## src/rtl/branch_ctrl.sv

```systemverilog
// rtl/branch_ctrl.sv - branch resolution and program sequencing for the fetch stage
//
// Drives the fetch stage's init/branch_en/bSIGN/bOFFSET/halt controls from
// the current instruction, registered ALU flags and a loadable offset table,
// and runs the IDLE -> INIT -> RUN -> HALT program sequence.
//
// Ports:
//   CLK, RST_N       clock (rising edge) and asynchronous active-low reset
//   start            single-cycle request to begin (or restart) a program
//   instr            9-bit instruction at PC; instr_valid qualifies it
//   PC               current fetch-stage program counter
//   flag_we          capture alu_zero/alu_neg into Z/N at this edge
//   lut_we           write lut_data into offset table entry lut_addr
//   init             fetch-stage PC reset request (held during INIT)
//   branch_en        take branch this cycle (combinational, same cycle as instr)
//   bSIGN, bOFFSET   branch direction (1 = backward) and magnitude
//   halt             program halted
//   done             one-cycle pulse on entry to HALT
//   cycle_count      RUN cycles since last start, saturating at 16'hFFFF

module branch_ctrl #(
    parameter int         INIT_CYCLES = 2,
    parameter logic [9:0] MAX_PC      = 10'd1023,
    parameter int         OFS_W       = 8
) (
    input  logic             CLK,
    input  logic             RST_N,
    input  logic             start,
    input  logic [8:0]       instr,
    input  logic             instr_valid,
    input  logic [9:0]       PC,
    input  logic             flag_we,
    input  logic             alu_zero,
    input  logic             alu_neg,
    input  logic             lut_we,
    input  logic [3:0]       lut_addr,
    input  logic [OFS_W-1:0] lut_data,
    output logic             init,
    output logic             branch_en,
    output logic             bSIGN,
    output logic [OFS_W-1:0] bOFFSET,
    output logic             halt,
    output logic             done,
    output logic [15:0]      cycle_count
);

    localparam int CNT_W = (INIT_CYCLES < 2) ? 1 : $clog2(INIT_CYCLES + 1);

    localparam logic [3:0] OP_JMP = 4'b1101;
    localparam logic [3:0] OP_BEQ = 4'b1110;
    localparam logic [3:0] OP_BLT = 4'b1111;
    localparam logic [8:0] HALT_INSTR = 9'h1FF;

    typedef enum logic [1:0] {
        S_IDLE,
        S_INIT,
        S_RUN,
        S_HALT
    } state_t;

    state_t             state;
    logic [CNT_W-1:0]   init_cnt;
    logic               init_r;
    logic               halt_r;
    logic               done_r;
    logic [15:0]        cycle_cnt_r;

    logic               z_flag;
    logic               n_flag;
    logic [OFS_W-1:0]   lut [16];

    // Instruction fields
    logic [3:0]         opcode;
    logic               sgn;
    logic [3:0]         idx;
    logic               in_run;
    logic               is_halt_instr;
    logic               halt_req;
    logic               take;

    assign opcode        = instr[8:5];
    assign sgn           = instr[4];
    assign idx           = instr[3:0];
    assign in_run        = (state == S_RUN);
    assign is_halt_instr = instr_valid && (instr == HALT_INSTR);
    assign halt_req      = in_run && (is_halt_instr || (PC == MAX_PC));

    // The halt instruction shares the BLT opcode, so it is excluded
    // explicitly to keep it from ever branching.
    always_comb begin
        take = 1'b0;
        if (in_run && instr_valid && !is_halt_instr) begin
            case (opcode)
                OP_JMP:  take = 1'b1;
                OP_BEQ:  take = z_flag;
                OP_BLT:  take = n_flag;
                default: take = 1'b0;
            endcase
        end
    end

    // Branch outputs are combinational so the fetch stage sees them in the
    // same cycle as instr and applies them at the next edge.
    assign branch_en   = take;
    assign bSIGN       = take & sgn;
    assign bOFFSET     = take ? lut[idx] : '0;

    assign init        = init_r;
    assign halt        = halt_r;
    assign done        = done_r;
    assign cycle_count = cycle_cnt_r;

    // Program sequencer with registered init/halt/done
    always_ff @(posedge CLK or negedge RST_N) begin
        if (!RST_N) begin
            state       <= S_IDLE;
            init_cnt    <= '0;
            init_r      <= 1'b0;
            halt_r      <= 1'b0;
            done_r      <= 1'b0;
            cycle_cnt_r <= '0;
        end else begin
            done_r <= 1'b0;
            case (state)
                S_IDLE: begin
                    if (start) begin
                        state       <= S_INIT;
                        init_cnt    <= CNT_W'(INIT_CYCLES);
                        init_r      <= 1'b1;
                        cycle_cnt_r <= '0;
                    end
                end
                S_INIT: begin
                    // init_cnt holds the INIT cycles remaining including this one
                    if (init_cnt <= CNT_W'(1)) begin
                        state  <= S_RUN;
                        init_r <= 1'b0;
                    end else begin
                        init_cnt <= init_cnt - CNT_W'(1);
                    end
                end
                S_RUN: begin
                    if (cycle_cnt_r != 16'hFFFF) begin
                        cycle_cnt_r <= cycle_cnt_r + 16'd1;
                    end
                    if (halt_req) begin
                        state  <= S_HALT;
                        halt_r <= 1'b1;
                        done_r <= 1'b1;
                    end
                end
                S_HALT: begin
                    if (start) begin
                        state       <= S_INIT;
                        init_cnt    <= CNT_W'(INIT_CYCLES);
                        init_r      <= 1'b1;
                        halt_r      <= 1'b0;
                        cycle_cnt_r <= '0;
                    end
                end
                default: begin
                    state  <= S_IDLE;
                    init_r <= 1'b0;
                    halt_r <= 1'b0;
                end
            endcase
        end
    end

    // ALU flags; a branch in the capture cycle still sees the previous values
    always_ff @(posedge CLK or negedge RST_N) begin
        if (!RST_N) begin
            z_flag <= 1'b0;
            n_flag <= 1'b0;
        end else if (flag_we) begin
            z_flag <= alu_zero;
            n_flag <= alu_neg;
        end
    end

    // Offset table; resets to entry i = i+1 so branches work before any load
    always_ff @(posedge CLK or negedge RST_N) begin
        if (!RST_N) begin
            for (int i = 0; i < 16; i++) begin
                lut[i] <= OFS_W'(i + 1);
            end
        end else if (lut_we) begin
            lut[lut_addr] <= lut_data;
        end
    end

endmodule
```

## config.mk

```make
export PLATFORM = sky130hd
export DESIGN_NAME = branch_ctrl
export DESIGN_NICKNAME = d
export VERILOG_FILES = /design/src/rtl/branch_ctrl.sv
export SDC_FILE = /design/constraint.sdc
export NUM_CORES = 1
export LEC_CHECK = 0
export ABC_AREA = 1
export CORE_ASPECT_RATIO = 0.75
export CORE_MARGIN = 2
export CORE_UTILIZATION = 40
export CTS_BUF_LIST = sky130_fd_sc_hd__clkbuf_4 sky130_fd_sc_hd__clkbuf_8 sky130_fd_sc_hd__clkbuf_16
export DETAILED_ROUTE_END_ITERATION = 8
export GPL_TIMING_DRIVEN = 0
export HOLD_SLACK_MARGIN = 0.06
export PLACE_DENSITY = 0.68
export RECOVER_POWER = 100
export SYNTH_ARGS = -nofsm -noshare
export SYNTH_HDL_FRONTEND = slang
export SYNTH_SLANG_ARGS = --single-unit
```

## constraint.sdc

```tcl
create_clock -name CLK -period 1.5 [get_ports CLK]
set_clock_uncertainty 0.05 [all_clocks]
set_input_delay 0.15 -clock CLK [delete_from_list [all_inputs] [get_ports CLK]]
set_output_delay 0.15 -clock CLK [all_outputs]
set_load 0.01 [all_outputs]
```

# Yosys cells after proc, flatten, opt, wreduce, memory -nomap -nowiden
# Cells that the tools add are included.
[word_totals] elab_cells=92 inputBits=39 ff_bits=153 output_inout_bits=29
[classes] eq_ne=15 bitwise_logic=3 muxes=27 n_reduce_logical=17 addsub=2 n_lt_le_gt_ge=4
[ops] op="$bwmux W128" count=1
[ops] op="$bmux W8 S4" count=1
[ops] op="$demux W8 S4" count=1
[ops] op="$mux W16" count=2
[ops] op="$mux W8" count=4
[ops] op="$pmux W16 S2" count=1
[ops] op="$add A16 B1 Y16 const B" count=1
[ops] op="$ne A16 B16 Y1 const B" count=1
[ops] op="$reduce_and A3 Y1" count=5
[ops] op="$eq A4 B4 Y1 const B" count=3
[ops] op="$eq A10 B10 Y1 const B" count=1
[ops] op="$ge A5 B5 Y1 const B" count=2
[ops] op="$mux W2" count=5
[ops] op="$not A4 Y5" count=2
[ops] op="$eq A9 B9 Y1 const B" count=1
[ops] op="$mux W1" count=7
[ops] op="$ne A2 B1 Y1 const B" count=3
[ops] op="$ne A2 B2 Y1 const B" count=3
[ops] op="$pmux W2 S3" count=1
[ops] op="$reduce_bool A2 Y1" count=3
[ops] op="$logic_and A1 B1 Y1" count=5
[ops] op="$lt A5 B1 Y1 const B" count=1
[ops] op="$eq A2 B2 Y1 const B" count=2
[ops] op="$pmux W1 S2" count=2
[ops] op="10 further kinds" count=10

# Logic depth before layout (Yosys ltp)
[logic_depth] depth_word=6 mapped_depth=9

# Least setup slack after synthesis
# OpenSTA, ideal clock, no wires.
[synth_timing] path_kind="reg-to-output" start="reg state[0]" end="out bOFFSET[0]" slack_ps=-204 stages_incl_launch_ff=9 path_buffers=0 arrival_time_ps=1504 required_ps=1300 path_cell_list="dfrtp_1 -> inv_1 -> ha_1 -> nand2_1 -> nor2_1 -> o211ai_1 -> nor2_2 -> nand3_1 -> nor2_1"
[synth_via] elab_chain_cells=5
[synth_rtl] item="start: declaration" line_no="61" text="state_t state;"
[synth_rtl] item="start signal: assignment" line_no="116" text="state <= S_IDLE;"
[synth_rtl] item="start signal: assignment" line_no="127" text="state <= S_INIT;"
[synth_rtl] item="start signal: assignment" line_no="136" text="state <= S_RUN;"
[synth_rtl] item="$eq A2 B2 Y1" line_no="84" text="assign in_run = (state == S_RUN);"
[synth_rtl] item="$logic_and A1 B1 Y1 (2 in series)" line_no="92" text="if (in_run && instr_valid && !is_halt_instr) begin"
[synth_rtl] item="$mux W1" line_no="92"
[synth_rtl] item="via branch_en" line_no="39" text="output logic branch_en,"
[synth_rtl] item="$mux W8" line_no="106" text="assign bOFFSET = take ? lut[idx] : '0;"
[synth_rtl] item="end: declaration" line_no="41" text="output logic [OFS_W-1:0] bOFFSET,"
# The timed path passes the listed nets, and every way through them passes these cells.

# Worst setup path after layout
[layout_timing] start="reg state[0]" end="out bOFFSET[0]"
[layout_via] elab_chain_cells=5
[layout_rtl] item="$eq A2 B2 Y1" line_no="84"
[layout_rtl] item="$logic_and A1 B1 Y1 (2 in series)" line_no="92"
[layout_rtl] item="$mux W1" line_no="92"
[layout_rtl] item="$mux W8" line_no="106"
# Every way passes these cells.

==> run_results.csv <==
group,metric,value,unit
run_status,status,"finished, violations left",
run_status,violations,"negative setup slack",
synth,synthArstFlopShare,100,%
global_routing,grt_max_degree,92,
clock_tree,path_clk_slew,0.06,ns
synth,syn-num-nets,1003,
floorplanning,row_count,43,
synth,ys_seq_area_share,52.0,%
synth,synth_edf_count,0,
synth,avgSynthCellArea,7.77,um^2
pwr,intPower,9.63,mW
synth,syn_inst,959,
clock_tree,cts_buffer_depth,2,
detailed_routing,wirelength,22400,um
worst_setup_path,worstPathArrival,2.02,ns
clock_tree,cts_tree,"yes",
global_routing,grt_pass1_wl,36200,um
worst_setup_path,slowest_stage,"dfrtp_1",
clock_tree,cts-root-buf,"clkbuf_16",
detailed_routing,vias,6902,
sta,fin_ws,-0.717,ns
sta,tns,-12.48,ns
pwr,pwr-share-seq,39.8,%
synth,synth_area_leaders,"dfrtp_1, nand2_1, dfstp_2",
sta,maxSlewViolCount,0,
detailed_routing,viasPerCell,5.21,
cells_and_area,drive_gt1_share,19.6,%
sta,worst_slew_pin_slew,1.28,ns
pwr,sw_frac_of_total,30.7,%
clock_tree,clkSinkCount,153,
sta,rsz0062_at_grt,"yes",
place,gp_congestion,0.902,
global_routing,grt_pass1_vias,6603,
flow_run,maxCapViolCount,0,
synth,synthFlopType,"dfrtp_1",
worst_setup_path,required,1.30,ns
clock_tree,htree_levels,4,
synth,synth.cell_area,7450,um^2
worst_setup_path,crit_path_start_kind,"flip-flop",
sta,timing.fmax,451,MHz
pwr,leakage,4.43,nW
global_routing,overflow,0,
detailed_routing,ant_nets,0,
hold_path,holdCritPathClass,"input pin to flip-flop",
worst_setup_path,cp_slowest_stage_delay,0.38,ns
pwr,vdd_drop_max,0.000777,V
detailed_routing,drcViolationCount,0,
synth,synth_area_leader_cell,"dfrtp_1",
cells_and_area,syn_to_final_growth,27.9,%
floorplanning,ios,68,
floorplanning,core,18300,um^2
worst_setup_path,cp_max_fo,3,
detailed_routing,first_iter_violations,802,
synth,yosysMostFrequentCell,"nand2_1",
worst_setup_path,end_kind,"output pin",
pwr,p_clk_share,34.4,%
floorplanning,die_w,162,um
global_routing,grtUsageTotal,24.0,%
cells_and_area,diodes,0,
synth,yosysWarnings,0,
synth,synthTopCellsByCount,"nand2_1, dfrtp_1, o21ai_0",
sta,finalCriticalPeriod,2.22,ns
cells_and_area,fin_nets,1109,
place,placedCellCount,1272,
sta,setup_viol,110,
floorplanning,die_h,122,um
worst_setup_path,crit_chain,"inv_2 -> ha_4 -> nand2_2 -> nor2_1 -> o211ai_1 -> buf_4 -> nor2_4 -> buf_6 -> nand3_2 -> nor2_2 -> buf_2",
detailed_routing,wl_per_cell,16.9,um
pwr,power.switching,4.27,mW
pwr,comb_power_share,25.8,%
synth,synthDominantCellAreaShare,40.3,%
floorplanning,initial_core_util,40.6,%
place,dp_slack,-1.20,ns
detailed_routing,firstDrtPassIters,6,
floorplanning,die_area,19700,um^2
cells_and_area,post-route-util,51.9,%
pwr,powerDensity,1460,nW/um^2
synth,synthDistinctLibCells,30,
clock_tree,insertion_delay,0.41,ns
place,dp_hpwl,15300,um
place,io_buffers,65,
synth,ys_ff_latch,153,
clock_tree,numCtsBuffers,17,
sta,max_slew_margin,14.8,%
worst_setup_path,critical_path_class,"flip-flop to output pin",
global_routing,antenna_found_initial,0,
sta,hold_viol,0,
cells_and_area,final_cells,1325,
sta,post-route-period-util,148,%
## metrics by stage
stage	hold slack (ns)	cell area (um^2)	total power, mW
global route	0.263	9530	14.7
finish	0.234	9530	13.9
CTS	0.184	9400	13.7
detailed placement	0.251	8480	8.43
floorplan	-0.196	7490	7.41
global placement	0.412	8450	8.36
## metal layers
| layer | GRT usage (%) | wire, um |
|---|---|---|
| met3 | 6.74 | 1790 |
| met2 | 34.2 | 9550 |
| met4 | 6.36 | 372 |
| met5 | 0 | 0 |
| met1 | 35.8 | 10700 |
## path summary, 6_finish.rpt
kind,start,end,slack (ns),depth (start not counted)
setup reg to reg,state[0],cycle_count[1],-0.12,11
min in group asynchronous,RST_N,lut[29],0.52,2
hold / removal,instr[1],done,0.23,5
setup / recovery,state[0],bOFFSET[0],-0.72,11
hold reg to reg,lut[35],lut[35],0.42,2
max in group asynchronous,RST_N,lut[88],-0.10,3
## sequential cells by signal, summed over array words and instances (netlist names)
signal,cells
lut,128
cycle_count,16
init_cnt,2
state,2
done,1
halt,1
init,1
n_flag,1
z_flag,1
## timing repair
action | in CTS | in global routing
cloned | 3 | 0
hold endpoints to repair | 72 | 0
resized for setup | 111 | 71
hold buffers | 1 | 0
pin swaps | 17 | 17
setup buffers | 19 | 7
setup endpoints to repair | 84 | 137
## critical path: cells and delay by family (launching register included)
kind / cells / cell delay (ns)
buffers and inverters: 4 / 0.52
and+or+nand+nor: 5 / 0.49
DFF: 1 / 0.38
adders and majority gates: 1 / 0.13
AOI/OAI and AO/OA: 1 / 0.09
## area by class of cell
cell class                      count  area, um^2
Buffer                             43         243
Clock buffer                       23         483
Clock inverter                      9         173
Fill cell                        1778        8820
Inverter                           48         188
Multi-Input combinational cell    709        3410
Sequential cell                   153        3870
Tap cell                          247         309
Timing Repair Buffer               93         851
## kinds of logic after synthesis
logic type | after synthesis | synth area share, %
multiplexers | 2 | 0.302
AND/OR/NAND/NOR | 495 | 27.0
XOR/XNOR | 7 | 0.823
adder cells (fa/ha/maj) | 5 | 0.840
buffers and inverters | 98 | 5.43
AO/OA/AOI/OAI | 199 | 13.6
flip-flops | 153 | 52.0
## power groups by stage
stage	Combinational, mW	Clock (mW)	Sequential [mW]
floorplan	1.91	0	5.50
global placement	2.77	0	5.58
detailed placement	2.84	0	5.60
CTS	3.29	4.84	5.52
global route	4.02	5.03	5.63
finish	3.58	4.79	5.53
## cell usage in the layout (no fill, tap or decap), types with 23 or more instances in the layout
master and n:
nand2_1 332, dfrtp_1 119, o21ai_0 91, nand3_1 68, o21ai_1 59, inv_1 41, a21oi_1 35, dfstp_2 33
clkdlybuf4s50_1 31, nor2_1 28, nand2_2 27, buf_4 23
Note: power is estimated with default switching activity, not from simulation.
